File: config.mk
export PLATFORM = sky130hd
export DESIGN_NAME = grn_node_param
export DESIGN_NICKNAME = d
export VERILOG_FILES = /design/src/rtl/grn_pkg.sv /design/src/rtl/grn_node_param_eval_unit.sv /design/src/rtl/grn_node_param.sv
export SDC_FILE = /design/constraint.sdc
export NUM_CORES = 1
export LEC_CHECK = 0
export CAP_MARGIN = 20
export CORE_ASPECT_RATIO = 0.6
export CORE_MARGIN = 4
export CORE_UTILIZATION = 25
export DETAILED_ROUTE_END_ITERATION = 12
export PLACE_DENSITY = 0.48
export REMOVE_ABC_BUFFERS = 1
export SYNTH_ARGS = -nofsm -noshare
export SYNTH_HDL_FRONTEND = slang
export SYNTH_HIERARCHICAL = 1
export SYNTH_SLANG_ARGS = --single-unit
File: constraint.sdc
create_clock -name clk -period 2.42 [get_ports clk]
set_input_delay 0.484 -clock clk [delete_from_list [all_inputs] [get_ports clk]]
set_output_delay 0.484 -clock clk [all_outputs]
set_load 0.02 [all_outputs]
File: src/rtl/grn_pkg.sv
// grn_pkg: shared mode encoding, limits and next-state evaluation for GRN nodes
package grn_pkg;
  localparam int GRN_MAX_REG = 8;
  localparam int GRN_MAX_DIV = 16;
  localparam int GRN_SUM_W = $clog2(GRN_MAX_REG + 1) + 1;

  typedef enum logic [1:0] {
    GRN_AND  = 2'd0,
    GRN_OR   = 2'd1,
    GRN_THR  = 2'd2,
    GRN_HOLD = 2'd3
  } grn_mode_e;

  // Inputs are zero-extended to GRN_MAX_REG; only the low nreg positions take part.
  function automatic logic grn_eval(
    input logic [GRN_MAX_REG-1:0]      regs,
    input logic [GRN_MAX_REG-1:0]      mask,
    input grn_mode_e                   mode,
    input logic signed [GRN_SUM_W-1:0] thresh,
    input logic                        cur,
    input int                          nreg
  );
    logic all_on, any_on, eff;
    logic signed [GRN_SUM_W-1:0] score;
    all_on = 1'b1;
    any_on = 1'b0;
    score  = '0;
    for (int i = 0; i < GRN_MAX_REG; i++) begin
      if (i < nreg) begin
        eff    = mask[i] ? regs[i] : ~regs[i];
        all_on = all_on & eff;
        any_on = any_on | eff;
        if (regs[i]) score = mask[i] ? score + 5'sd1 : score - 5'sd1;
      end
    end
    return mode == GRN_AND ? all_on :
           mode == GRN_OR  ? any_on :
           mode == GRN_THR ? (score >= thresh) : cur;
  endfunction
endpackage

File: src/rtl/grn_node_param_eval_unit.sv
// grn_eval_unit: combinational next-state function of one gene copy
module grn_eval_unit
  import grn_pkg::*;
#(
  parameter int NUM_REG  = 4,
  parameter     ACT_MASK = 4'b1111,
  parameter int MODE     = 0,
  parameter int THRESH   = 1
) (
  input  logic [NUM_REG-1:0] regs_i,
  input  logic               cur_i,
  output logic               nxt_o
);
  assign nxt_o = grn_eval(GRN_MAX_REG'(regs_i), GRN_MAX_REG'(ACT_MASK), grn_mode_e'(MODE),
                          GRN_SUM_W'(THRESH), cur_i, NUM_REG);
endmodule

File: src/rtl/grn_node_param.sv
// grn_node_param: gene node with fast/slow state copies, match flag and change counter
module grn_node_param
  import grn_pkg::*;
#(
  parameter int NUM_REG  = 4,
  parameter     ACT_MASK = 4'b1111,
  parameter int MODE     = 0,
  parameter int THRESH   = 1,
  parameter int SLOW_DIV = 2,
  parameter int CNT_W    = 16
) (
  input  logic               clk,
  input  logic               rst_n,
  input  logic               reset_nos,
  input  logic               init_state,
  input  logic               start_s0,
  input  logic               start_s1,
  input  logic [NUM_REG-1:0] reg_s0,
  input  logic [NUM_REG-1:0] reg_s1,
  output logic               s0,
  output logic               s1,
  output logic               match,
  output logic [CNT_W-1:0]   chg_cnt
);
  localparam int DIV_W = SLOW_DIV > 1 ? $clog2(SLOW_DIV) : 1;
  localparam logic [DIV_W-1:0] DIV_LAST = DIV_W'(SLOW_DIV - 1);

  if (NUM_REG < 1 || NUM_REG > GRN_MAX_REG) begin : g_bad_num_reg
    $error("grn_node_param: NUM_REG out of range 1..8");
  end
  if (SLOW_DIV < 1 || SLOW_DIV > GRN_MAX_DIV) begin : g_bad_slow_div
    $error("grn_node_param: SLOW_DIV out of range 1..16");
  end
  if (THRESH < -NUM_REG || THRESH > NUM_REG) begin : g_bad_thresh
    $error("grn_node_param: THRESH out of range -NUM_REG..NUM_REG");
  end
  if (MODE < 0 || MODE > 3) begin : g_bad_mode
    $error("grn_node_param: MODE out of range 0..3");
  end
  if ($bits(ACT_MASK) != NUM_REG) begin : g_bad_mask
    $error("grn_node_param: ACT_MASK width must equal NUM_REG");
  end
  if (CNT_W < 1) begin : g_bad_cnt_w
    $error("grn_node_param: CNT_W must be at least 1");
  end

  logic s0_q, s0_d, s1_q, s1_d, match_q, f0, f1;
  logic [DIV_W-1:0] div_q, div_d;
  logic [CNT_W-1:0] cnt_q, cnt_d;

  grn_eval_unit #(.NUM_REG(NUM_REG), .ACT_MASK(ACT_MASK), .MODE(MODE), .THRESH(THRESH))
    u_eval_s0 (.regs_i(reg_s0), .cur_i(s0_q), .nxt_o(f0));
  grn_eval_unit #(.NUM_REG(NUM_REG), .ACT_MASK(ACT_MASK), .MODE(MODE), .THRESH(THRESH))
    u_eval_s1 (.regs_i(reg_s1), .cur_i(s1_q), .nxt_o(f1));

  // next state: re-initialise beats strobes; slow copy steps only when the divider wraps
  always_comb begin
    s0_d  = reset_nos ? init_state : (start_s0 && div_q == DIV_LAST) ? f0 : s0_q;
    s1_d  = reset_nos ? init_state : start_s1 ? f1 : s1_q;
    div_d = reset_nos ? DIV_LAST : !start_s0 ? div_q : div_q == DIV_LAST ? '0 : div_q + 1'b1;
    cnt_d = reset_nos ? '0 : (start_s1 && f1 != s1_q && ~&cnt_q) ? cnt_q + 1'b1 : cnt_q;
  end

  // state registers; match is taken from next-state values so it tracks the outputs
  always_ff @(posedge clk or negedge rst_n) begin
    if (!rst_n) begin
      s0_q    <= 1'b0;
      s1_q    <= 1'b0;
      match_q <= 1'b1;
      div_q   <= '0;
      cnt_q   <= '0;
    end else begin
      s0_q    <= s0_d;
      s1_q    <= s1_d;
      match_q <= s0_d == s1_d;
      div_q   <= div_d;
      cnt_q   <= cnt_d;
    end
  end

  assign s0      = s0_q;
  assign s1      = s1_q;
  assign match   = match_q;
  assign chg_cnt = cnt_q;
endmodule

# --- After elaboration in Yosys (flattened, before gate mapping) ---
# Index checks and enable logic that the tools add are counted.
op_classes:
  n_addsub: 2
  n_eq_ne: 2
  n_mux: 9
  bitwise: 6
  n_reduce_logical: 7
op_table:
  columns: ["cell", "count"]
  rows:
  - ["$mux W16", 2]
  - ["$add A16 B1 Y16 const B", 1]
  - ["$reduce_and A16 Y1", 1]
  - ["$mux W1", 7]
  - ["$and A1 B1 Y1", 6]
  - ["$reduce_bool A2 Y1", 2]
  - ["$logic_and A1 B1 Y1", 3]
  - ["$add A1 B1 Y1 const B", 1]
  - ["$eq A1 B1 Y1", 1]
  - ["$logic_not A1 Y1", 1]
  - ["$ne A1 B1 Y1", 1]
totals:
  regBits: 20
  out_inout_bits: 19
  wordCells: 31

# --- Depth between registers and ports, before layout ---
logic_depth:
  depth_word: 8
  ltp_mapped: 6
  depth_no_buf: 5

# --- Hierarchy ---
# Netlist, hierarchy kept.
by_module_without_submodules:
  columns: ["mod", "n_inst", "cells_per_inst", "area_per_inst_um2", "seq_area_each_um2"]
  rows:
  - ["grn_node_param", 1, 113, 1129.8, 501.7]
  - ["grn_eval_unit", 2, 1, 8.8, 0.0]

# --- Worst setup path before layout ---
# OpenSTA, ideal clock, no wires.
synth_path:
  path_kind: "input to register"
  from: "input reg_s1[2]"
  to: "register cnt_q[10] (netlist: chg_cnt[10])"
  setup_ps: 125
  arrival_time_ps: 1783
  required_ps: 2295
  setup_slack_ps: 512
  path_stages: 6
  path_buffers: 1
  cell_sequence: "and4_1 xor2_1 nand2_1 clkbuf_1 nor4_1 mux2_2"
synth_between:
  elab_chain_cells: 6
synth_rtl:
  columns: ["element", "line_no", "text"]
  rows:
  - ["from (decl)", "grn_node_param.sv:19", "input logic [NUM_REG-1:0] reg_s1,"]
  - ["$and A1 B1 Y1 (2 in a row)", "grn_pkg.sv:31", "all_on = all_on & eff;"]
  - ["$ne A1 B1 Y1", "grn_node_param.sv:61", "cnt_d = reset_nos ? '0 : (start_s1 && f1 != s1_q && ~&cnt_q) ? cnt_q + 1'b1 : cnt_q;"]
  - ["$logic_and A1 B1 Y1 (2 in a row)", "grn_node_param.sv:61", null]
  - ["$reduce_bool A2 Y1 (no source line)", null, null]
  - ["to (signal assigned)", "grn_node_param.sv:77", "cnt_q <= cnt_d;"]
  - ["to (decl)", "grn_node_param.sv:49", "logic [CNT_W-1:0] cnt_q, cnt_d;"]
# No other way between the ends.
# A chain may end at the register's enable or synchronous reset.

# --- Worst setup path in the final report ---
layout_path:
  from: "input reg_s1[2]"
  to: "register cnt_q[13] (netlist: chg_cnt[13])"
layout_between:
  elab_chain_cells: 6
layout_rtl:
  columns: ["element", "line_no", "text"]
  rows:
  - ["$and A1 B1 Y1 (2 in a row)", "grn_pkg.sv:31", null]
  - ["net f1", "grn_node_param.sv:47", "logic s0_q, s0_d, s1_q, s1_d, match_q, f0, f1;"]
  - ["$ne A1 B1 Y1", "grn_node_param.sv:61", null]
  - ["$logic_and A1 B1 Y1 (2 in a row)", "grn_node_param.sv:61", null]
  - ["$reduce_bool A2 Y1 (no source line)", null, null]
# The timed path passes the listed nets, and every way through them passes these cells.

==> flow_summary.json <==
{
  "outcome": "complete, no violations",
  "ctsHoldBuffers": 0,
  "fin_nets": 173,
  "clkSinkCount": 20,
  "crit-reg2reg-capture": "chg_cnt[12]",
  "rsz0062_at_grt": "no",
  "tightest_slew_ns": 0.564,
  "finalNonFillerCells": 217,
  "cts_tree": "yes",
  "synth_warnings": 6,
  "postSynthAreaPerCell_um2": 9.98,
  "multi_input_area_um2": 596,
  "synth_ff_type": "dfrtp_1",
  "drt-pass1-iter-count": 4,
  "drt-total-wl_mm": 3.13,
  "slew_headroom_pct": 62.1,
  "antenna_left": 0,
  "post-cts-setup-buffer-count": 0,
  "grt_max_degree": 21,
  "die-height_um": 60.5,
  "yosys-top-cells-count": "dfrtp_1, a21oi_1, o31ai_1, or4_1",
  "antenna-diode-count": 0,
  "critPathRequiredTime_ns": 2.57,
  "num_io_pins": 33,
  "seqCellArea_um2": 502,
  "r2r_slack_ns": 0.29,
  "synth.largest_area_cell": "dfrtp_1",
  "crit_arrival_ns": 2.35,
  "finClkSkew_ns": 0.00993,
  "final-hold-violation-count": 0,
  "crit_path_start_kind": "primary input",
  "clk_transition_reported_paths_ns": 0.08,
  "tns_ns": 0,
  "yosysUniqueCellTypes": 38,
  "asyncSetResetFlopFracSynth_pct": 100,
  "layout-area-overhead-vs-synth_pct": 42.1,
  "bufs_on_longest_clock_path": 2,
  "dpl-instance-area_mm2": 0.00158,
  "reg2regPathDepth": 6,
  "final_design_area_no_fill_mm2": 0.00163,
  "rr_startpoint": "chg_cnt[1]",
  "first_global_vias": 1035,
  "layout_min_cycle_time_ns": 2.19,
  "global_route_overflow": 0,
  "end_kind": "flop",
  "fin_util_pct": 38.3,
  "cts_root_buf": "clkbuf_8",
  "netlist.area_leader.share_pct": 41.4,
  "detailedRoute.firstIterationViolations": 16,
  "vdd.ir_drop.worst_uv": 157,
  "drive_gt1_share_pct": 17.2,
  "post_dr_wirelength_cell_um": 14.4,
  "die_w_um": 95.5,
  "timing.critical_path.fanout_max": 5,
  "layout_worst_path_cycle_share_pct": 90.7,
  "globalplace.congestion": 0.784,
  "yosysMostFrequentCell": "dfrtp_1",
  "std_cell_rows": 18,
  "finalSetupViolations": 0,
  "grt_antenna_before_repair": 0,
  "number_of_enable_flip_flop_cells_after_synthesis": 0,
  "maximum_operating_frequency_mhz": 456,
  "insertion_delay_ns": 0.26,
  "leakage_uw": 0.000625,
  "place.detailed.hpwl_mm": 2.45,
  "synth.top_cells.by_area": "dfrtp_1, a21oi_1, o31ai_1",
  "number_of_buffers_inserted_during_clock_tree_synthesis": 3,
  "ctsResizeCount": 0,
  "ys_seq_area_share_pct": 43.7,
  "synthCells": 115,
  "grt_util_all_layers_pct": 12.2,
  "min-delay-path-class": "in -> async",
  "core_area_mm2": 0.00426,
  "detail_route.vias_per_cell": 4.97,
  "maxCapViolCount": 0,
  "fp.dieArea_mm2": 0.00577,
  "num_vias": 1078,
  "worst-setup-path-type": "in -> reg",
  "power.density_cell_area_mw_per_mm2": 440,
  "number_of_placed_cells_counting_well_taps": 213,
  "number_of_synthesized_register_bits": 20,
  "timing_max_transition_violations_final": 0,
  "post_synth_instance_area_mm2": 0.00115,
  "first_pass_grt_wire_length_mm": 5.33,
  "io_buffers": 32,
  "ctsHtreeMaxLevel": 1,
  "nFillCells": 430,
  "initial_utilization_pct": 27.0,
  "dr_drc_count": 0
}
worst max path at each step:
| stage | startpoint | endpoint | cells after the start |
|---|---|---|---|
| 4_1_cts | reg_s1[2] | chg_cnt[13] | 7 |
| 6_report | reg_s1[2] | chg_cnt[13] | 7 |
| 2_1_floorplan | chg_cnt[0] | chg_cnt[10] | 5 |
| 3_5_place_dp | reg_s1[2] | chg_cnt[13] | 7 |
| 3_3_place_gp | reg_s1[2] | chg_cnt[10] | 7 |
| 5_1_grt | reg_s1[2] | chg_cnt[14] | 7 |
layout make-up:
cell class / instances / area share, %
inverters: 2 / 0.460
multi-input cells: 89 / 36.5
repair buffers: 42 / 24.3
well taps: 60 / 4.60
clock buffers: 4 / 3.38
flip-flops and latches: 20 / 30.8
state kept, by name, indices dropped and copies added, names as in the netlist:
signal and cells:
match 1, s0 1, chg_cnt 16, div_q 1, s1 1
critical path, stage by stage:
cell and delay, ns:
clkdlybuf4s50_1 0.46, and4_1 0.22, xor2_1 0.21, buf_4 0.15, nand4_1 0.17, nor4_1 0.28, mux2_1 0.36
report_power, final:
group / total [uW] / leakage, uW / internal (uW) / switching, uW
combinational: 103 / 0.000329 / 54.2 / 48.8
sequential: 352 / 0.000267 / 346 / 6.73
clock: 262 / 0.0000288 / 145 / 117
metal layers:
| layer | vias up | wire, um | track usage (%) |
|---|---|---|---|
| met4 | 0 | 36 | 4.25 |
| li1 | 528 | - | - |
| met1 | 531 | 1620 | 17.4 |
| met3 | 2 | 100 | 3.22 |
| met5 | - | 0 | 0 |
| met2 | 17 | 1380 | 18.0 |
stage by stage:
| stage | power [uW] | setup WS (ns) | hold slack, ns |
|---|---|---|---|
| floorplan | 392 | 0.543 | 0.188 |
| global placement | 461 | 0.0217 | 0.565 |
| detailed placement | 464 | -0.0279 | 0.579 |
| CTS | 729 | 0.249 | 0.570 |
| global route | 751 | 0.123 | 0.583 |
| finish | 717 | 0.226 | 0.555 |
cell usage in the layout, fill, tap and decap left out, types with 2 or more instances in the layout:
cell             synthesis  routed
a211oi_1                 2       2
a21oi_1                 12      12
and3_1                   2       2
and4_1                   3       3
buf_4                    0      10
clkbuf_8                 2       4
clkdlybuf4s50_1          0      32
dfrtp_1                 19      19
inv_1                    2       2
mux2_2                   2       2
nand2_1                  7       7
nand3_1                  2       2
nand4_1                  5       5
nor2_1                   7       7
nor2b_1                  4       4
nor3_1                   2       2
nor4_1                   3       3
o21ai_0                  4       4
o31ai_1                  8       8
or2_2                    2       2
or4_1                    8       8
cells by family after synthesis:
logic type	synth area share (%)
AND/OR/NAND/NOR	31.3
buffers and inverters	4.36
multiplexers	2.94
adder cells (fa/ha/maj)	1.09
AO/OA/AOI/OAI	15.0
XOR/XNOR	1.53
flip-flops	43.7
Note: power is estimated with default switching activity, not from simulation.
==> edit (same flow settings) <==
`SLOW_DIV`: 2 -> 4.
--- a/src/rtl/grn_node_param.sv
+++ b/src/rtl/grn_node_param.sv
@@ -6,7 +6,7 @@
   parameter     ACT_MASK = 4'b1111,
   parameter int MODE     = 0,
   parameter int THRESH   = 1,
-  parameter int SLOW_DIV = 2,
+  parameter int SLOW_DIV = 4,
   parameter int CNT_W    = 16
 ) (
   input  logic               clk,
Behaviour: not the same (Yosys sat finds a counterexample within 4 cycles, from zero or initial values and one cycle with rst_n low).
==> edit against the unedited design <==
- area after synthesis grew 10%
- critical path depth is the same
- fmax grew 8.9%
- power shrank 0.14%
- via count shrank 10%
- design area grew 2.6%
- count of clock-buffer cells in the layout is the same
- register-to-register slack gained 350 ps
- setup slack gained 180 ps
- cell count shrank 0.92%
- utilization shrank 2.9 points
- sequential cell count grew 1
- routed wire length shrank 0.45%
- critical path type unchanged
- highest routed layer unchanged
==> edit: results (changes against the unedited design) <==
status: "completed"
dp_hpwl_mm: 2.49  # +1.5%
ir_worst_vdd_mv: 0.146  # -6.8%
synth.area.top_cells: "dfrtp_1, xnor2_1, a211oi_2"
rr_startpoint: "chg_cnt[2]$_DFFE_PN0P_"
wl_met1_mm: 1.72  # +5.9%
finalClockSkew_ps: 1.18  # -8.75 ps
use_met2_pct: 14.3  # -3.7 points
ys_types: 33  # -13%
met1_usage_pct: 15.7  # -1.7 points
wl_met3_um: 133  # +33%
grt_pass1_vias: 983  # -5.0%
hold_class: "flop to flop"
netlist_top_cells_count: "dfrtp_1, nor2_1, xnor2_1"
slew_headroom_pct: 56.2  # -5.9 points
met2_length_mm: 1.26  # -8.3%
path_max_fanout: 4  # -1
p_leak_uw: 0.000610  # -2.4%
grt.met3_usage_pct: 3.64  # +0.42 points
drt_iter0_drc: 31  # +15
drt-wirelength-per-cell_um: 14.5  # +0.48%
nNetsFinal: 169  # -2.3%
grt_pass1_wl_mm: 5.13  # -3.9%
yosysSeqAreaShare_pct: 41.6  # -2.2 points
place.gp.congestion: 0.798  # +1.7%
grt_max_degree: 15  # -29%
drive_gt1_share_pct: 15.1  # -2.1 points
==> edit: cell types whose count changed in the layout (fill, tap and decap cells not counted), sizes merged, moves of 7 or more <==
cell / delta
a211oi: +9
nor2: +11
o31ai: -7
xnor2: +13
buf: -7
or4: -9
a21oi: -10
==> edit: area by class of cell <==
cell class | count | area, um^2
Clock buffer | 4 | 45.0
Timing Repair Buffer | 35 | 343
Multi-Input combinational cell | 89 | 668
Sequential cell | 21 | 527
Fill cell | 483 | 3060
Inverter | 3 | 11.3
Tap cell | 63 | 78.8
==> edit: logic make-up after synthesis <==
| logic type | Yosys count | share of synthesized area, % |
|---|---|---|
| mux | 1 | 0.790 |
| compound gates | 18 | 13.9 |
| simple gates | 52 | 25.0 |
| xor+xnor | 16 | 11.1 |
| flops | 21 | 41.6 |
| fa+ha+maj | 2 | 1.97 |
| buf+inv | 9 | 5.73 |
==> edit: path summary, 6_finish.rpt <==
kind,slack (ps),cells after the start,endpoint
max,400,7,chg_cnt[15]$_DFFE_PN0P_
min,500,1,div_q[0]$_DFFE_PN0P_
max reg2reg,640,5,chg_cnt[8]$_DFFE_PN0P_
min reg2reg,500,1,div_q[0]$_DFFE_PN0P_
max in group asynchronous,1220,2,chg_cnt[7]$_DFFE_PN0P_
min in group asynchronous,620,1,chg_cnt[10]$_DFFE_PN0P_
==> edit: through the flow <==
step,hold WS [ps],cell area [um^2],setup WS [ps],instances,util (%)
5_1_grt,522,1670,199,215,35.4
3_5_place_dp,487,1630,105,211,34.4
4_1_cts,501,1670,391,215,35.4
3_3_place_gp,475,1630,168,211,34.4
6_report,501,1670,405,215,35.4
2_1_floorplan,188,1210,640,113,-
==> edit: where the power goes <==
group	switching (uW)	internal, uW	leakage [uW]
combinational	55.2	54.6	0.000310
sequential	9.73	365	0.000278
clock	115	117	0.0000228
total	180	537	0.000610
